==> src/rtl/sdc_pkg.sv <==
// Shared types for the SD-card DMA burst splitter:
// FSM state encoding, AXI response codes and response merging.
package sdc_pkg;

  typedef enum logic [2:0] {
    IDLE,
    RADDR,
    RDATA,
    WADDR,
    WDATA,
    WRESP,
    BRESP
  } state_t;

  localparam logic [1:0] RESP_OKAY   = 2'd0;
  localparam logic [1:0] RESP_SLVERR = 2'd2;
  localparam logic [1:0] RESP_DECERR = 2'd3;

  function automatic logic [1:0] resp_max(
    input logic [1:0] a,
    input logic [1:0] b
  );
    return (a > b) ? a : b;
  endfunction

  function automatic logic resp_err(input logic [1:0] r);
    return (r == RESP_SLVERR) || (r == RESP_DECERR);
  endfunction

endpackage

==> src/rtl/axi_burst_split_if.sv <==
// 32-bit AXI4 AW/W/B/AR/R bundle used on both sides of the splitter.
// Upstream DMA port uses the slave view, crossbar port the master view.
interface axi_burst_split_if;
  import sdc_pkg::*;

  logic [31:0] aw_addr;
  logic [7:0]  aw_len;
  logic [2:0]  aw_size;
  logic [1:0]  aw_burst;
  logic        aw_valid;
  logic        aw_ready;

  logic [31:0] w_data;
  logic [3:0]  w_strb;
  logic        w_last;
  logic        w_valid;
  logic        w_ready;

  logic [1:0]  b_resp;
  logic        b_valid;
  logic        b_ready;

  logic [31:0] ar_addr;
  logic [7:0]  ar_len;
  logic [2:0]  ar_size;
  logic [1:0]  ar_burst;
  logic        ar_valid;
  logic        ar_ready;

  logic [31:0] r_data;
  logic [1:0]  r_resp;
  logic        r_last;
  logic        r_valid;
  logic        r_ready;

  modport master (
    output aw_addr, aw_len, aw_size, aw_burst, aw_valid,
    input  aw_ready,
    output w_data, w_strb, w_last, w_valid,
    input  w_ready,
    input  b_resp, b_valid,
    output b_ready,
    output ar_addr, ar_len, ar_size, ar_burst, ar_valid,
    input  ar_ready,
    input  r_data, r_resp, r_last, r_valid,
    output r_ready
  );

  modport slave (
    input  aw_addr, aw_len, aw_size, aw_burst, aw_valid,
    output aw_ready,
    input  w_data, w_strb, w_last, w_valid,
    output w_ready,
    output b_resp, b_valid,
    input  b_ready,
    input  ar_addr, ar_len, ar_size, ar_burst, ar_valid,
    output ar_ready,
    output r_data, r_resp, r_last, r_valid,
    input  r_ready
  );

endinterface

==> src/rtl/axi_burst_split.sv <==
// Splits AXI INCR bursts into sub-bursts that stay inside one blk-byte block.
// Define SPLIT_ERR_ABORT_EN to stop issuing chunks after an error response.
module axi_burst_split
  import sdc_pkg::*;
#(
  parameter int unsigned blk = 64
) (
  input  logic              clk,
  input  logic              rstn,
  axi_burst_split_if.slave  s,
  axi_burst_split_if.master m
);

  localparam int unsigned LB = $clog2(blk);

`ifdef SPLIT_ERR_ABORT_EN
  localparam bit ABORT_EN = 1'b1;
`else
  localparam bit ABORT_EN = 1'b0;
`endif

  state_t      state;
  logic [31:0] cur;
  logic [8:0]  rem;
  logic [7:0]  cnt;
  logic [7:0]  clen;
  logic [1:0]  bacc;
  logic        abrt;

  logic [10:0] span;
  logic [8:0]  room;
  logic [8:0]  n;
  logic [8:0]  n_m1;
  logic [1:0]  rmerge;
  logic [1:0]  bmerge;
  logic        unused_ok;

  // Beats left before the next block boundary, capped by what remains.
  always_comb begin
    span   = 11'(blk) - 11'(cur[LB-1:0]);
    room   = span[10:2];
    n      = (rem < room) ? rem : room;
    n_m1   = n - 9'd1;
    rmerge = resp_max(bacc, m.r_resp);
    bmerge = resp_max(bacc, m.b_resp);
  end

  assign unused_ok = ^{s.w_last, s.aw_size, s.aw_burst,
                       s.ar_size, s.ar_burst, span[1:0], n_m1[8]};

  always_comb begin
    s.ar_ready = (state == IDLE);
    s.aw_ready = (state == IDLE) && !s.ar_valid;

    m.ar_valid = (state == RADDR);
    m.ar_addr  = cur;
    m.ar_len   = n_m1[7:0];
    m.ar_size  = 3'd2;
    m.ar_burst = 2'd1;

    m.aw_valid = (state == WADDR);
    m.aw_addr  = cur;
    m.aw_len   = n_m1[7:0];
    m.aw_size  = 3'd2;
    m.aw_burst = 2'd1;

    // abrt: remaining read beats are produced locally
    s.r_valid = (state == RDATA) && (abrt || m.r_valid);
    s.r_data  = abrt ? 32'd0 : m.r_data;
    s.r_resp  = abrt ? bacc : m.r_resp;
    s.r_last  = abrt ? (rem == 9'd1)
                     : (m.r_last && (rem == 9'd0));
    m.r_ready = (state == RDATA) && !abrt && s.r_ready;

    m.w_valid = (state == WDATA) && !abrt && s.w_valid;
    m.w_data  = s.w_data;
    m.w_strb  = s.w_strb;
    m.w_last  = (cnt == clen);
    s.w_ready = (state == WDATA) && (abrt || m.w_ready);

    m.b_ready = (state == WRESP);
    s.b_valid = (state == BRESP);
    s.b_resp  = bacc;
  end

  always_ff @(posedge clk) begin
    if (!rstn) begin
      state <= IDLE;
      cur   <= '0;
      rem   <= '0;
      cnt   <= '0;
      clen  <= '0;
      bacc  <= RESP_OKAY;
      abrt  <= 1'b0;
    end else begin
      unique case (state)
        IDLE: begin
          abrt <= 1'b0;
          bacc <= RESP_OKAY;
          if (s.ar_valid) begin
            cur   <= {s.ar_addr[31:2], 2'b00};
            rem   <= {1'b0, s.ar_len} + 9'd1;
            state <= RADDR;
          end else if (s.aw_valid) begin
            cur   <= {s.aw_addr[31:2], 2'b00};
            rem   <= {1'b0, s.aw_len} + 9'd1;
            state <= WADDR;
          end
        end
        RADDR: if (m.ar_ready) begin
          cur   <= cur + {21'd0, n, 2'b00};
          rem   <= rem - n;
          state <= RDATA;
        end
        RDATA: begin
          if (abrt) begin
            if (s.r_ready) begin
              rem <= rem - 9'd1;
              if (rem == 9'd1) state <= IDLE;
            end
          end else if (m.r_valid && s.r_ready) begin
            bacc <= rmerge;
            if (m.r_last) begin
              if (rem == 9'd0) state <= IDLE;
              else if (ABORT_EN && resp_err(rmerge)) abrt <= 1'b1;
              else state <= RADDR;
            end
          end
        end
        WADDR: if (m.aw_ready) begin
          cur   <= cur + {21'd0, n, 2'b00};
          rem   <= rem - n;
          clen  <= n_m1[7:0];
          cnt   <= 8'd0;
          state <= WDATA;
        end
        WDATA: begin
          if (abrt) begin
            if (s.w_valid) begin
              rem <= rem - 9'd1;
              if (rem == 9'd1) state <= BRESP;
            end
          end else if (s.w_valid && m.w_ready) begin
            cnt <= cnt + 8'd1;
            if (cnt == clen) state <= WRESP;
          end
        end
        WRESP: if (m.b_valid) begin
          bacc <= bmerge;
          if (rem == 9'd0) begin
            state <= BRESP;
          end else if (ABORT_EN && resp_err(bmerge)) begin
            abrt  <= 1'b1;
            state <= WDATA;
          end else begin
            state <= WADDR;
          end
        end
        BRESP: if (s.b_ready) begin
          bacc  <= RESP_OKAY;
          abrt  <= 1'b0;
          state <= IDLE;
        end
        default: state <= IDLE;
      endcase
    end
  end

endmodule

==> src/flat_wrapper.sv <==
// flat-port wrapper written by rule: the top's interface ports become plain ports
module axi_burst_split_flat import sdc_pkg::*;
#(
  parameter int unsigned blk = 64
)
  (clk, rstn, s_aw_addr, s_aw_len, s_aw_size, s_aw_burst, s_aw_valid, s_aw_ready, s_w_data, s_w_strb, s_w_last, s_w_valid, s_w_ready, s_b_resp, s_b_valid, s_b_ready, s_ar_addr, s_ar_len, s_ar_size, s_ar_burst, s_ar_valid, s_ar_ready, s_r_data, s_r_resp, s_r_last, s_r_valid, s_r_ready, m_aw_addr, m_aw_len, m_aw_size, m_aw_burst, m_aw_valid, m_aw_ready, m_w_data, m_w_strb, m_w_last, m_w_valid, m_w_ready, m_b_resp, m_b_valid, m_b_ready, m_ar_addr, m_ar_len, m_ar_size, m_ar_burst, m_ar_valid, m_ar_ready, m_r_data, m_r_resp, m_r_last, m_r_valid, m_r_ready);
  axi_burst_split_if s_i ();
  axi_burst_split_if m_i ();
  input  logic clk;
  input  logic rstn;
  input wire logic [$bits(s_i.aw_addr)-1:0] s_aw_addr;
  input wire logic [$bits(s_i.aw_len)-1:0] s_aw_len;
  input wire logic [$bits(s_i.aw_size)-1:0] s_aw_size;
  input wire logic [$bits(s_i.aw_burst)-1:0] s_aw_burst;
  input wire logic [$bits(s_i.aw_valid)-1:0] s_aw_valid;
  output wire logic [$bits(s_i.aw_ready)-1:0] s_aw_ready;
  input wire logic [$bits(s_i.w_data)-1:0] s_w_data;
  input wire logic [$bits(s_i.w_strb)-1:0] s_w_strb;
  input wire logic [$bits(s_i.w_last)-1:0] s_w_last;
  input wire logic [$bits(s_i.w_valid)-1:0] s_w_valid;
  output wire logic [$bits(s_i.w_ready)-1:0] s_w_ready;
  output wire logic [$bits(s_i.b_resp)-1:0] s_b_resp;
  output wire logic [$bits(s_i.b_valid)-1:0] s_b_valid;
  input wire logic [$bits(s_i.b_ready)-1:0] s_b_ready;
  input wire logic [$bits(s_i.ar_addr)-1:0] s_ar_addr;
  input wire logic [$bits(s_i.ar_len)-1:0] s_ar_len;
  input wire logic [$bits(s_i.ar_size)-1:0] s_ar_size;
  input wire logic [$bits(s_i.ar_burst)-1:0] s_ar_burst;
  input wire logic [$bits(s_i.ar_valid)-1:0] s_ar_valid;
  output wire logic [$bits(s_i.ar_ready)-1:0] s_ar_ready;
  output wire logic [$bits(s_i.r_data)-1:0] s_r_data;
  output wire logic [$bits(s_i.r_resp)-1:0] s_r_resp;
  output wire logic [$bits(s_i.r_last)-1:0] s_r_last;
  output wire logic [$bits(s_i.r_valid)-1:0] s_r_valid;
  input wire logic [$bits(s_i.r_ready)-1:0] s_r_ready;
  output wire logic [$bits(m_i.aw_addr)-1:0] m_aw_addr;
  output wire logic [$bits(m_i.aw_len)-1:0] m_aw_len;
  output wire logic [$bits(m_i.aw_size)-1:0] m_aw_size;
  output wire logic [$bits(m_i.aw_burst)-1:0] m_aw_burst;
  output wire logic [$bits(m_i.aw_valid)-1:0] m_aw_valid;
  input wire logic [$bits(m_i.aw_ready)-1:0] m_aw_ready;
  output wire logic [$bits(m_i.w_data)-1:0] m_w_data;
  output wire logic [$bits(m_i.w_strb)-1:0] m_w_strb;
  output wire logic [$bits(m_i.w_last)-1:0] m_w_last;
  output wire logic [$bits(m_i.w_valid)-1:0] m_w_valid;
  input wire logic [$bits(m_i.w_ready)-1:0] m_w_ready;
  input wire logic [$bits(m_i.b_resp)-1:0] m_b_resp;
  input wire logic [$bits(m_i.b_valid)-1:0] m_b_valid;
  output wire logic [$bits(m_i.b_ready)-1:0] m_b_ready;
  output wire logic [$bits(m_i.ar_addr)-1:0] m_ar_addr;
  output wire logic [$bits(m_i.ar_len)-1:0] m_ar_len;
  output wire logic [$bits(m_i.ar_size)-1:0] m_ar_size;
  output wire logic [$bits(m_i.ar_burst)-1:0] m_ar_burst;
  output wire logic [$bits(m_i.ar_valid)-1:0] m_ar_valid;
  input wire logic [$bits(m_i.ar_ready)-1:0] m_ar_ready;
  input wire logic [$bits(m_i.r_data)-1:0] m_r_data;
  input wire logic [$bits(m_i.r_resp)-1:0] m_r_resp;
  input wire logic [$bits(m_i.r_last)-1:0] m_r_last;
  input wire logic [$bits(m_i.r_valid)-1:0] m_r_valid;
  output wire logic [$bits(m_i.r_ready)-1:0] m_r_ready;
  assign s_i.aw_addr = s_aw_addr;
  assign s_i.aw_len = s_aw_len;
  assign s_i.aw_size = s_aw_size;
  assign s_i.aw_burst = s_aw_burst;
  assign s_i.aw_valid = s_aw_valid;
  assign s_aw_ready = s_i.aw_ready;
  assign s_i.w_data = s_w_data;
  assign s_i.w_strb = s_w_strb;
  assign s_i.w_last = s_w_last;
  assign s_i.w_valid = s_w_valid;
  assign s_w_ready = s_i.w_ready;
  assign s_b_resp = s_i.b_resp;
  assign s_b_valid = s_i.b_valid;
  assign s_i.b_ready = s_b_ready;
  assign s_i.ar_addr = s_ar_addr;
  assign s_i.ar_len = s_ar_len;
  assign s_i.ar_size = s_ar_size;
  assign s_i.ar_burst = s_ar_burst;
  assign s_i.ar_valid = s_ar_valid;
  assign s_ar_ready = s_i.ar_ready;
  assign s_r_data = s_i.r_data;
  assign s_r_resp = s_i.r_resp;
  assign s_r_last = s_i.r_last;
  assign s_r_valid = s_i.r_valid;
  assign s_i.r_ready = s_r_ready;
  assign m_aw_addr = m_i.aw_addr;
  assign m_aw_len = m_i.aw_len;
  assign m_aw_size = m_i.aw_size;
  assign m_aw_burst = m_i.aw_burst;
  assign m_aw_valid = m_i.aw_valid;
  assign m_i.aw_ready = m_aw_ready;
  assign m_w_data = m_i.w_data;
  assign m_w_strb = m_i.w_strb;
  assign m_w_last = m_i.w_last;
  assign m_w_valid = m_i.w_valid;
  assign m_i.w_ready = m_w_ready;
  assign m_i.b_resp = m_b_resp;
  assign m_i.b_valid = m_b_valid;
  assign m_b_ready = m_i.b_ready;
  assign m_ar_addr = m_i.ar_addr;
  assign m_ar_len = m_i.ar_len;
  assign m_ar_size = m_i.ar_size;
  assign m_ar_burst = m_i.ar_burst;
  assign m_ar_valid = m_i.ar_valid;
  assign m_i.ar_ready = m_ar_ready;
  assign m_i.r_data = m_r_data;
  assign m_i.r_resp = m_r_resp;
  assign m_i.r_last = m_r_last;
  assign m_i.r_valid = m_r_valid;
  assign m_r_ready = m_i.r_ready;
  axi_burst_split #(.blk(blk)) u_core (.clk(clk), .rstn(rstn), .s(s_i), .m(m_i));
endmodule
==> config.mk <==
export PLATFORM = sky130hd
export DESIGN_NAME = axi_burst_split_flat
export DESIGN_NICKNAME = d
export VERILOG_FILES = /design/src/rtl/sdc_pkg.sv /design/src/rtl/axi_burst_split_if.sv /design/src/rtl/axi_burst_split.sv /design/src/flat_wrapper.sv
export SDC_FILE = /design/constraint.sdc
export NUM_CORES = 1
export LEC_CHECK = 0
export BUFFER_PORTS_ARGS = -buffer_cell sky130_fd_sc_hd__buf_2
export CAP_MARGIN = 30
export CORE_AREA = 2 2 136 138
export DETAILED_ROUTE_END_ITERATION = 6
export DIE_AREA = 0 0 138 140
export PLACE_DENSITY = 0.68
export SETUP_SLACK_MARGIN = 0.1
export SLEW_MARGIN = 20
export SYNTH_ARGS = -nofsm -noshare
export SYNTH_HDL_FRONTEND = slang
export SYNTH_SLANG_ARGS = --single-unit
export TNS_END_PERCENT = 30
==> constraint.sdc <==
create_clock -name clk -period 5.63 [get_ports clk]
set_input_delay 0.563 -clock clk [delete_from_list [all_inputs] [get_ports clk]]
set_output_delay 0.563 -clock clk [all_outputs]
set_load 0.02 [all_outputs]
Word-level counts from Yosys, hierarchy flattened --
Index checks and enable logic that the tools add are counted. Widths: inputs -> output; s select.
Operators by class: $lt $le $gt $ge 3, reduce and logical (&&, ||, !) cells 28, muxes and demuxes 50, $add $sub $neg 8, equal/unequal tests 31
Operators by type and width (count):
- $mux 32 | 5
- $pmux 32 s3 | 1
- $mux 9 | 9
- $mux 3 | 17
- $pmux 9 s5 | 1
- $add 32x11->32 | 1
- $mux 8 | 3
- $pmux 3 s7 | 1
- $add 8x1->9 const B | 2
- $ne 2x2->1 const B | 9
- $pmux 8 s2 | 1
- $ne 3x3->1 const B | 5
- $mux 2 | 7
- $reduce_and 13->1 | 1
- $ne 3x2->1 const B | 4
- $logic_and 1x1->1 | 10
- $ne 2x1->1 const B | 5
- $eq 3x3->1 const B | 3
- $eq 9x1->1 const B | 1
- $logic_not 9->1 | 1
- $lt 9x9->1 | 1
- $sub 9x1->9 const B | 1
- $sub 9x9->9 | 1
- $add 8x1->8 const B | 1
- 20 further kinds | 29
Storage, ports and cells: output and inout port bits 174, register bits after elaboration 63, bits of input ports 176, logic and storage cells 127

Depth between registers and ports, before layout --
depth in word-level cells 6, depth in mapped cells 19, depth with buffers taken out 19

Worst setup path after synthesis --
Ideal clock, no wire load.
path kind register -> register, start point register u_core.cur[2] (netlist: u_core.m.ar_addr[2]), end point register u_core.cur[31] (netlist: u_core.m.ar_addr[31]), buffers on the path 1, arrival 4.409 ns, period minus slack after synthesis 4.546 ns, required time 5.493 ns, setup time 0.137 ns, setup slack 1.084 ns, cell stages (with the launch flop) 18, cells stage by stage dfxtp_1 -> inv_1 -> ha_1 -> inv_1 -> ha_1 -> a211oi_4 -> nor4_2 -> nor3_2 -> buf_6 -> mux2i_4 -> inv_1 -> ha_1 -> a211oi_1 -> o211a_2 -> o31a_1 -> or4_1 -> nand4_1 -> o221ai_1
Between the ends: cells in the longest elaborated chain, start to end 6, elaborated cells on any way between the ends 7, those cells by class add/sub: 2; order compare: 1; mux: 4
Ends and longest elaborated chain:
- from (decl) | RTL line axi_burst_split.sv:23 | logic [31:0] cur;
- from (signal assigned) | RTL line axi_burst_split.sv:101 | cur <= {s.ar_addr[31:2], 2'b00};
- from (signal assigned) | RTL line axi_burst_split.sv:105 | cur <= {s.aw_addr[31:2], 2'b00};
- from (signal assigned) | RTL line axi_burst_split.sv:111 | cur <= cur + {21'd0, n, 2'b00};
- $sub 7x6->8 | RTL line axi_burst_split.sv:40 | span = 11'(blk) - 11'(cur[LB-1:0]);
- $lt 9x9->1 | RTL line axi_burst_split.sv:42 | n = (rem < room) ? rem : room;
- $mux 9 | RTL line axi_burst_split.sv:42
- $add 32x11->32 (*) | RTL line axi_burst_split.sv:111, axi_burst_split.sv:131
- $mux 32, on equally long branches | RTL line axi_burst_split.sv:130, axi_burst_split.sv:110
- $pmux 32 s3 (*) | RTL line axi_burst_split.sv:96 | unique case (state)
Mark *: on every way between the ends. The rest lies on a longest branch, timed or not. The select of a mux whose other input is x is not followed. A chain may end at the register's enable or synchronous reset.

Worst setup path after layout --
start point register u_core.cur[3] (netlist: u_core.m.ar_addr[3]), end point register u_core.cur[17] (netlist: u_core.m.ar_addr[17])
Same word-level chain as after synthesis.

==> out/metrics.yaml <==
rows: 49
r2r-start: "u_core.m.ar_addr[3]"
clk_pin_slew_ns: 0.05
synth_enable_flop_cells: 0
final_area_sq_um: 6890
hold_viol: 0
drt-met1-wl_um: 8330
r2r-end: "u_core.m.ar_addr[17]"
drv_cap: 0
cts_made_buffers: 9
crit_chain: "inv_1 > ha_1 > inv_1 > ha_1 > a211oi_4 > nor4_2 > nor3_2 > buf_4 > mux2i_4 > inv_1 > ha_1 > a211oi_1 > o211a_2 > o21ai_1 > a311oi_1 > a2111oi_0"
yosys_warnings: 0
fin_nets: 1096
slowest_delay_ns: 0.66
final_common_cell: "buf_2"
final_cell_count_no_fill: 1124
post-cts-setup-buffers: 0
gp_routability_congestion: 0.898
wl_um: 18500
end_kind: "flip-flop"
layout_setup_ws_ns: 0.737
async_flop_share_pct: 0
r2r_cells: 16
dpl_cell_area_sq_um: 6590
grt_use_total_pct: 18.4
detailedRoute.firstPassIterationCount: 5
powerDensity_nw_per_um2: 715
wl_met3_um: 1160
ctsHoldBuffers: 0
drt_iter0_drc: 441
synthFlopType: "dfxtp_1"
period_share_pct: 86.9
peakVddDrop_v: 0.000470
ant_nets: 0
finalSetupTns_ns: 0
drc_errors: 0
synth_cell_types: 77
clk_latency_ns: 0.34
clk_path_buf_depth: 2
crit_slowest_cell: "o21ai_1"
die_y_um: 140
crit_fanout: 11
setup_violations: 0
areaGrowthSynthToFinish_pct: 8.78
met2_length_um: 8700
highest_layer: "met4"
dp_slack_ns: 0.795
final_cell_mix: "buf_2 (184), nor2_1 (64), nand2_1 (60), dfxtp_1 (60), a21oi_1 (43)"
setup.worst_path.start_class: "flip-flop"
hold_path_end: "u_core.m.ar_addr[18]"
cts-resized-gates: 0
io_buffers: 184
timing.final.max_slew_violations: 0
synth_cells: 829
max_freq_ghz: 0.204
holdCritStartpoint: "u_core.m.ar_addr[18]"
numClockSinks: 60
die_width_um: 138
ys_ff_latch: 60
dpl.hpwl_um: 14100
antenna_found_initial: 0
avgViaCountPerCell: 5.39
num_antenna_cells: 0
wl_per_cell_um: 16.5
max-slew-margin-rel_pct: 43.8
crit_type: "reg -> reg"
grt_first_pass_wirelength_um: 29400
r2r_slack_ns: 0.74
hp-class: "reg -> reg"
whs_path_depth: 2
overflow: 0
status: "completed"
cts_tree: "done"
worst_hold_slack_ns: 0.515
tightest_slew_ns: 0.842
yosysSeqAreaShare_pct: 19.0
cp_data_arrival_time_ns: 5.11
synth.avg_cell_area_sq_um: 7.64
rsz0062_at_grt: "false"
htree_levels: 3
initial_core_util_pct: 35.6
pin_count: 350
syn_area_sq_um: 6330
period_needed_ns: 4.89
clock_skew_ns: 0.00900
dp_cells: 1109
first_global_vias: 5600
cts_root_buf: "clkbuf_16"
drive_gt1_share_pct: 27.4
leakagePower_nw: 3.04
die_area_sq_um: 19300
vias: 6055
crit_required_ns: 5.85
core_area_sq_um: 17800
grt_max_degree: 53
==> sequential cells by signal, summed over array words and instances, names as in the netlist <==
register and cells:
u_core.s.b_resp 2, u_core.cnt 8, u_core.m.ar_addr 30, u_core.clen 8, u_core.rem 9, u_core.state 3
==> cells in the mapped netlist, types with 4 or more instances <==
cell	instances	area, sq um
nand2_1	60	225
nand2b_1	9	56.3
nor4_1	9	56.3
mux2_2	7	78.8
mux2i_1	31	310
clkbuf_1	19	71.3
buf_4	123	923
a211oi_1	18	135
nor3_1	28	140
o31a_1	4	35.0
nor2b_1	16	100
or2_2	5	31.3
nand4_1	11	68.8
a2111oi_0	5	43.8
o21a_1	6	45.0
nor3b_1	5	37.5
o211ai_1	10	75.1
xor2_1	13	114
o21ai_0	37	185
nand3_1	34	170
and2_1	11	68.8
and3_1	8	50.1
ha_1	27	338
dfxtp_1	60	1200
inv_1	22	82.6
a311oi_1	13	114
a21oi_1	43	215
xnor2_1	21	184
o21ai_1	5	25.0
nor2_1	64	240
a31oi_1	10	62.6
buf_2	13	65.1
or3_1	5	31.3
nand3b_1	4	30.0
==> worst max-delay path: cells and delay by family, from the launching register on <==
kind | cells | cell delay (ns)
DFF | 1 | 0.49
buffers and inverters | 4 | 0.58
AOI/OAI and AO/OA | 6 | 2.00
and+or+nand+nor | 2 | 0.30
adders and majority gates | 3 | 1.06
muxes | 1 | 0.34
==> kinds of logic after synthesis <==
group | after synthesis | share of synthesized area, %
adder cells (fa/ha/maj) | 29 | 5.97
AO/OA/AOI/OAI | 192 | 20.9
flip-flops | 60 | 19.0
XOR/XNOR | 35 | 4.96
AND/OR/NAND/NOR | 287 | 23.4
multiplexers | 41 | 6.98
buffers and inverters | 183 | 18.6
other | 2 | 0.119
==> routing by layer <==
layer	vias up	track usage (%)
met2	214	30.6
met1	2815	24.4
met5	-	0
met3	40	3.15
li1	2986	-
met4	0	6.02
==> worst max path at each step <==
stage                              startpoint              endpoint
after detailed placement  u_core.m.ar_addr[3]  u_core.m.ar_addr[17]
final                     u_core.m.ar_addr[3]  u_core.m.ar_addr[17]
after floorplan           u_core.m.ar_addr[2]  u_core.m.ar_addr[31]
after global routing      u_core.m.ar_addr[3]  u_core.m.ar_addr[17]
after global placement    u_core.m.ar_addr[3]  u_core.m.ar_addr[17]
after CTS                 u_core.m.ar_addr[3]  u_core.m.ar_addr[17]
==> metrics by stage <==
step | power, mW | util [%]
finish | 4.92 | 38.7
global route | 5.31 | 38.7
CTS | 4.93 | 38.7
detailed placement | 4.36 | 37.1
global placement | 4.31 | 37.0
floorplan | 3.72 | -
==> area by class of cell <==
| class | count | area (sq um) |
|---|---|---|
| fill | 1863 | 10900 |
| multi-input combinational | 604 | 4020 |
| sequential | 60 | 1200 |
| timing repair buffer | 193 | 996 |
| tap | 229 | 287 |
| clock buffer | 10 | 239 |
| inverter | 23 | 86.3 |
| clock inverter | 5 | 52.6 |
==> power breakdown <==
group	leakage [nW]	internal, mW	switching [mW]
clock network	0.144	0.350	0.204
logic	2.40	1.32	2.23
registers	0.493	0.568	0.252
total	3.04	2.24	2.69
No activity file was read; power rests on OpenSTA's default activity.
